===== config.mk =====
export PLATFORM = sky130hd
export DESIGN_NAME = vga_sync_gen
export DESIGN_NICKNAME = d
export VERILOG_FILES = /design/src/rtl/vga_sync_gen_pkg.sv /design/src/rtl/vga_pixel_tick.sv /design/src/rtl/vga_sync_gen.sv
export SDC_FILE = /design/constraint.sdc
export NUM_CORES = 1
export LEC_CHECK = 0
export CAP_MARGIN = 25
export CORE_MARGIN = 5
export CORE_UTILIZATION = 40
export CTS_CLUSTER_SIZE = 8
export DETAILED_ROUTE_END_ITERATION = 6
export MAX_ROUTING_LAYER = met4
export PLACE_DENSITY = 0.69
export SLEW_MARGIN = 20
export SYNTH_ARGS = -nofsm -noshare
export SYNTH_HDL_FRONTEND = slang
export SYNTH_SLANG_ARGS = --single-unit

===== constraint.sdc =====
create_clock -name clk -period 2.23 [get_ports clk]
set_clock_uncertainty 0.05 [all_clocks]
set_input_delay 0.223 -clock clk [delete_from_list [all_inputs] [get_ports clk]]
set_output_delay 0.223 -clock clk [all_outputs]
set_load 0.05 [all_outputs]

===== src/rtl/vga_sync_gen_pkg.sv =====
// Shared 640x480@60 timing defaults and decode helper for the VGA timing core
// and the pixel/colour stage.
package vga_sync_gen_pkg;

    localparam int unsigned CNT_W = 10;

    localparam int unsigned H_DISP_DEF  = 640;
    localparam int unsigned H_FP_DEF    = 16;
    localparam int unsigned H_SYNC_DEF  = 96;
    localparam int unsigned H_BP_DEF    = 48;
    localparam int unsigned H_TOTAL_DEF = H_DISP_DEF + H_FP_DEF + H_SYNC_DEF + H_BP_DEF;

    localparam int unsigned V_DISP_DEF  = 480;
    localparam int unsigned V_FP_DEF    = 10;
    localparam int unsigned V_SYNC_DEF  = 2;
    localparam int unsigned V_BP_DEF    = 33;
    localparam int unsigned V_TOTAL_DEF = V_DISP_DEF + V_FP_DEF + V_SYNC_DEF + V_BP_DEF;

    // True when cnt lies in [lo, lo+len-1].
    function automatic logic in_window(input logic [CNT_W-1:0] cnt,
                                       input int unsigned      lo,
                                       input int unsigned      len);
        return (32'(cnt) >= lo) && (32'(cnt) < lo + len);
    endfunction

endpackage


===== src/rtl/vga_pixel_tick.sv =====
// Pixel-rate strobe: divides clk by TICK_DIV and emits a registered one-clk
// p_tick, first asserted TICK_DIV clks after reset is released.
module vga_pixel_tick #(
    parameter int unsigned TICK_DIV = 4
) (
    input  logic clk,
    input  logic reset,
    output logic p_tick
);

    localparam int unsigned TW = $clog2(TICK_DIV);

    if (TICK_DIV < 2 || (TICK_DIV & (TICK_DIV - 1)) != 0) begin : g_bad_div
        $error("vga_pixel_tick: TICK_DIV must be a power of two >= 2");
    end

    logic [TW-1:0] tick_cnt;

    // Power-of-two divider: the counter wraps naturally at TICK_DIV-1.
    always_ff @(posedge clk) begin
        if (reset) begin
            tick_cnt <= '0;
            p_tick   <= 1'b0;
        end else begin
            tick_cnt <= tick_cnt + TW'(1);
            p_tick   <= (tick_cnt == TW'(TICK_DIV - 1));
        end
    end

endmodule


===== src/rtl/vga_sync_gen.sv =====
// VGA timing core: pixel tick, horizontal/vertical counters and registered
// hsync/vsync/video_on/frame_start, all aligned with pixel_x/pixel_y.
module vga_sync_gen
    import vga_sync_gen_pkg::*;
#(
    parameter int unsigned H_DISP   = H_DISP_DEF,
    parameter int unsigned H_FP     = H_FP_DEF,
    parameter int unsigned H_SYNC   = H_SYNC_DEF,
    parameter int unsigned H_BP     = H_BP_DEF,
    parameter int unsigned V_DISP   = V_DISP_DEF,
    parameter int unsigned V_FP     = V_FP_DEF,
    parameter int unsigned V_SYNC   = V_SYNC_DEF,
    parameter int unsigned V_BP     = V_BP_DEF,
    parameter int unsigned TICK_DIV = 4,
    parameter logic        SYNC_POL = 1'b0
) (
    input  logic             clk,
    input  logic             reset,
    output logic             p_tick,
    output logic [CNT_W-1:0] pixel_x,
    output logic [CNT_W-1:0] pixel_y,
    output logic             video_on,
    output logic             hsync,
    output logic             vsync,
    output logic             frame_start
);

    localparam int unsigned H_TOTAL = H_DISP + H_FP + H_SYNC + H_BP;
    localparam int unsigned V_TOTAL = V_DISP + V_FP + V_SYNC + V_BP;

    if (H_TOTAL > 1024 || V_TOTAL > 1024) begin : g_bad_total
        $error("vga_sync_gen: H_TOTAL and V_TOTAL must not exceed 1024");
    end

    localparam logic [CNT_W-1:0] H_LAST = CNT_W'(H_TOTAL - 1);
    localparam logic [CNT_W-1:0] V_LAST = CNT_W'(V_TOTAL - 1);

    vga_pixel_tick #(
        .TICK_DIV(TICK_DIV)
    ) u_pixel_tick (
        .clk   (clk),
        .reset (reset),
        .p_tick(p_tick)
    );

    logic [CNT_W-1:0] x_next;
    logic [CNT_W-1:0] y_next;

    always_comb begin
        x_next = pixel_x + CNT_W'(1);
        y_next = pixel_y;
        if (pixel_x == H_LAST) begin
            x_next = '0;
            y_next = (pixel_y == V_LAST) ? '0 : pixel_y + CNT_W'(1);
        end
    end

    // Sync/blank flags decode the next-count values so they load on the same
    // edge as the counters and never lag pixel_x/pixel_y.
    always_ff @(posedge clk) begin
        if (reset) begin
            pixel_x     <= '0;
            pixel_y     <= '0;
            video_on    <= 1'b1;
            hsync       <= ~SYNC_POL;
            vsync       <= ~SYNC_POL;
            frame_start <= 1'b0;
        end else begin
            frame_start <= 1'b0;
            if (p_tick) begin
                pixel_x     <= x_next;
                pixel_y     <= y_next;
                video_on    <= (32'(x_next) < H_DISP) && (32'(y_next) < V_DISP);
                hsync       <= in_window(x_next, H_DISP + H_FP, H_SYNC) ? SYNC_POL : ~SYNC_POL;
                vsync       <= in_window(y_next, V_DISP + V_FP, V_SYNC) ? SYNC_POL : ~SYNC_POL;
                frame_start <= (x_next == '0) && (y_next == '0);
            end
        end
    end

endmodule


==> flow_metrics.py <==
metrics = {
    "min_path": {
        "hp-class": "flip-flop to flip-flop",
    },
    "cts": {
        "clock_latency_ns": 0.28,
        "path_clk_slew_ns": 0.11,
        "numCtsBuffers": 3,
        "cts_root_buf": "clkbuf_8",
        "clockBufferDepth": 2,
        "cts.sinks": 27,
        "h-tree-depth": 1,
        "cts_tree": "yes",
        "cts_setup_buffers": 0,
        "hold_buffers": 0,
    },
    "timing": {
        "min_period_ns": 2.13,
        "totalNegativeSetupSlack_ns": 0,
        "period_share_pct": 95.3,
        "timing.hold.ws_ns": 0.380,
        "final-setup-viol-count": 0,
        "tightest_slew_ns": 0.497,
        "grt_setup_unrepaired": "yes",
        "hold_viol_final": 0,
        "report.final.slew_viol_count": 0,
        "max_freq_ghz": 0.470,
        "slew_headroom_pct": 66.8,
    },
    "yosys": {
        "synth_top_family_by_area": "simple AND/OR/NAND/NOR gates",
        "synthTopCellsByCount": "nor2_1 (31), dfxtp_1 (27), nand2_1 (18)",
        "synth.avg_cell_area_um2": 7.53,
        "synthXorXnorAreaFrac_pct": 4.71,
        "synth.area.mux_share_pct": 2.69,
        "yosysMostFrequentCell": "nor2_1",
        "synth-adder-area-share_pct": 2.69,
        "synth_area_um2": 1860,
        "synth_simple_gate_area_share_pct": 32.5,
        "synth_flop_cell": "dfxtp_1",
        "synth_largest_area_cell": "dfxtp_1",
        "synth_top_cell_area_share_pct": 29.1,
        "synth_edf_count": 0,
        "syn_nets": 253,
        "netlist_instances": 247,
        "synth_area_leaders": "dfxtp_1 (29%), nor2_1 (6.3%), a21oi_1 (4.6%), nand2_1 (3.6%), a31oi_1 (3.4%)",
        "async_reset_ff_share_pct": 0,
        "synth_compound_area_share_pct": 21.4,
        "synth_cell_types": 52,
        "ys_seq_area_share_pct": 29.1,
        "ys_ff_latch": 27,
        "ys.warnings.count": 0,
    },
    "pwr": {
        "combPwrFrac_pct": 4.8,
        "p_leak_nw": 0.833,
        "p_seq_share_pct": 58.9,
        "finalPower_w": 0.000822,
        "p_sw_w": 0.000199,
        "switching_share_pct": 24.2,
        "power_density_nw_per_um2": 344,
        "clockPowerShare_pct": 36.3,
        "p_int_w": 0.000623,
        "ir_drop_mv": 0.227,
    },
    "cells_and_area": {
        "nets": 290,
        "stdcell_count": 335,
        "antenna_cells": 0,
        "area_growth_pct": 28.4,
        "final_area_um2": 2390,
        "fill_cells": 450,
        "final_layout_size_suffix_gt1_share_pct": 20.8,
    },
    "routing": {
        "drc": 0,
        "first_pass_iters": 4,
        "ant_nets": 0,
        "wl_per_cell_um": 14.8,
        "vias": 1942,
        "wl_um": 4940,
        "via_per_inst": 5.80,
        "detail_route.iter0.violations": 127,
    },
    "die": {
        "start_util_pct": 41.9,
        "core-area_um2": 4440,
        "die_width_um": 78.2,
        "core.rowCount": 24,
        "pin_count": 27,
        "die_height_um": 78.2,
        "dieArea_um2": 6120,
    },
    "worst_setup_path": {
        "cp-start-kind": "flip-flop",
        "worstPathArrival_ns": 2.31,
        "cp_data_required_time_ns": 2.41,
        "cp_max_fo": 4,
        "cp-end-kind": "flip-flop",
        "crit_type": "flip-flop to flip-flop",
    },
    "grt": {
        "grt_max_degree": 27,
        "gr-total-overflow": 0,
        "grt_pass1_vias": 1815,
        "grt_pass1_wl_um": 8550,
        "antenna_found_initial": 0,
        "grt_use_total_pct": 17.2,
    },
    "placed_design": {
        "placed_cells": 331,
        "gp_congestion": 0.912,
        "dp_hpwl_um": 3660,
        "io_buffer_count": 26,
        "place_area_um2": 2330,
    },
    "run_status": {
        "status": "finished clean",
    },
    "job": {
        "drv_cap": 0,
    },
}
## area by class of cell
class / instances / area [µm²] / area share [%]
Multi-Input combinational cell: 192 / 1210 / 50.7
Sequential cell: 27 / 572 / 23.9
Timing Repair Buffer: 55 / 475 / 19.9
Tap cell: 52 / 65.1 / 2.72
Clock buffer: 3 / 41.3 / 1.73
Inverter: 5 / 18.8 / 0.785
Clock inverter: 1 / 6.26 / 0.262
## power groups by stage
| stage | registers, W | clock network [W] | logic [W] |
|---|---|---|---|
| 2_1_floorplan | 0.000504 | 0 | 0.0000179 |
| 3_3_place_gp | 0.000496 | 0 | 0.0000395 |
| 3_5_place_dp | 0.000496 | 0 | 0.0000396 |
| 4_1_cts | 0.000485 | 0.000317 | 0.0000398 |
| 5_1_grt | 0.000486 | 0.000328 | 0.0000428 |
| 6_report | 0.000485 | 0.000298 | 0.0000395 |
## cell usage in the layout, fill, tap and decap left out, drive strengths merged, types with 2 or more instances in the layout
cell,n
or3,4
dfxtp,27
nor3,12
inv,6
nand3,12
a21oi,18
o31a,3
nor2b,6
mux2i,5
a211oi,6
o21bai,2
and3,3
nor4b,2
a31oi,10
o32ai,2
nor2,31
and4,2
ha,4
clkdlybuf4s50,25
nor4,2
buf,30
and2,2
nand4,6
xor2,5
nand2b,3
xnor2,5
clkbuf,3
o21ai,12
nand2,18
## metrics by stage
step / setup slack (ns) / utilization (%)
6_report: 0.104 / 53.8
5_1_grt: -0.0245 / 53.8
4_1_cts: 0.0792 / 53.6
3_3_place_gp: 0.0890 / 52.4
2_1_floorplan: -0.0648 / -
3_5_place_dp: 0.00349 / 52.4
## logic make-up after synthesis
group           Yosys count
flops                    27
fa+ha+maj                 4
simple gates            111
mux                       5
xor+xnor                 10
compound gates           62
buf+inv                  28
## flip-flops by register name (all words and copies together) (netlist names)
| name | flops |
|---|---|
| frame_start | 1 |
| hsync | 1 |
| pixel_x | 10 |
| pixel_y | 10 |
| u_pixel_tick.p_tick | 1 |
| u_pixel_tick.tick_cnt | 2 |
| video_on | 1 |
| vsync | 1 |
## routing by layer
layer	up-vias	global-route usage [%]	share of wire (%)
met5	-	-	0
met4	0	4.90	1.4
met3	8	3.09	6.4
met2	71	27.7	47
met1	896	22.3	45
li1	967	-	-
## worst max-delay path: stages, from the launching register on
cell and delay, ns:
dfxtp_4 0.36, inv_2 0.05, ha_1 0.12, or4b_4 0.48, nor4_4 0.24, or2_1 0.16
a31oi_1 0.12, and4b_1 0.31, and4_1 0.19
## final timing paths
path                                 start                       end  slack (ns)  cells past startpoint
hold / removal    u_pixel_tick.tick_cnt[0]  u_pixel_tick.tick_cnt[0]        0.38                      1
setup / recovery                pixel_y[0]               frame_start        0.10                      8
setup reg to reg                pixel_y[0]               frame_start        0.10                      8
hold reg to reg   u_pixel_tick.tick_cnt[0]  u_pixel_tick.tick_cnt[0]        0.38                      1
## timing repair
item / in CTS / in global routing
cloned: 0 / 0
gates resized for setup: 1 / 3
pin swaps: 1 / 0
setup endpoints to repair: 1 / 3
Note: power is estimated with default switching activity, not from simulation.
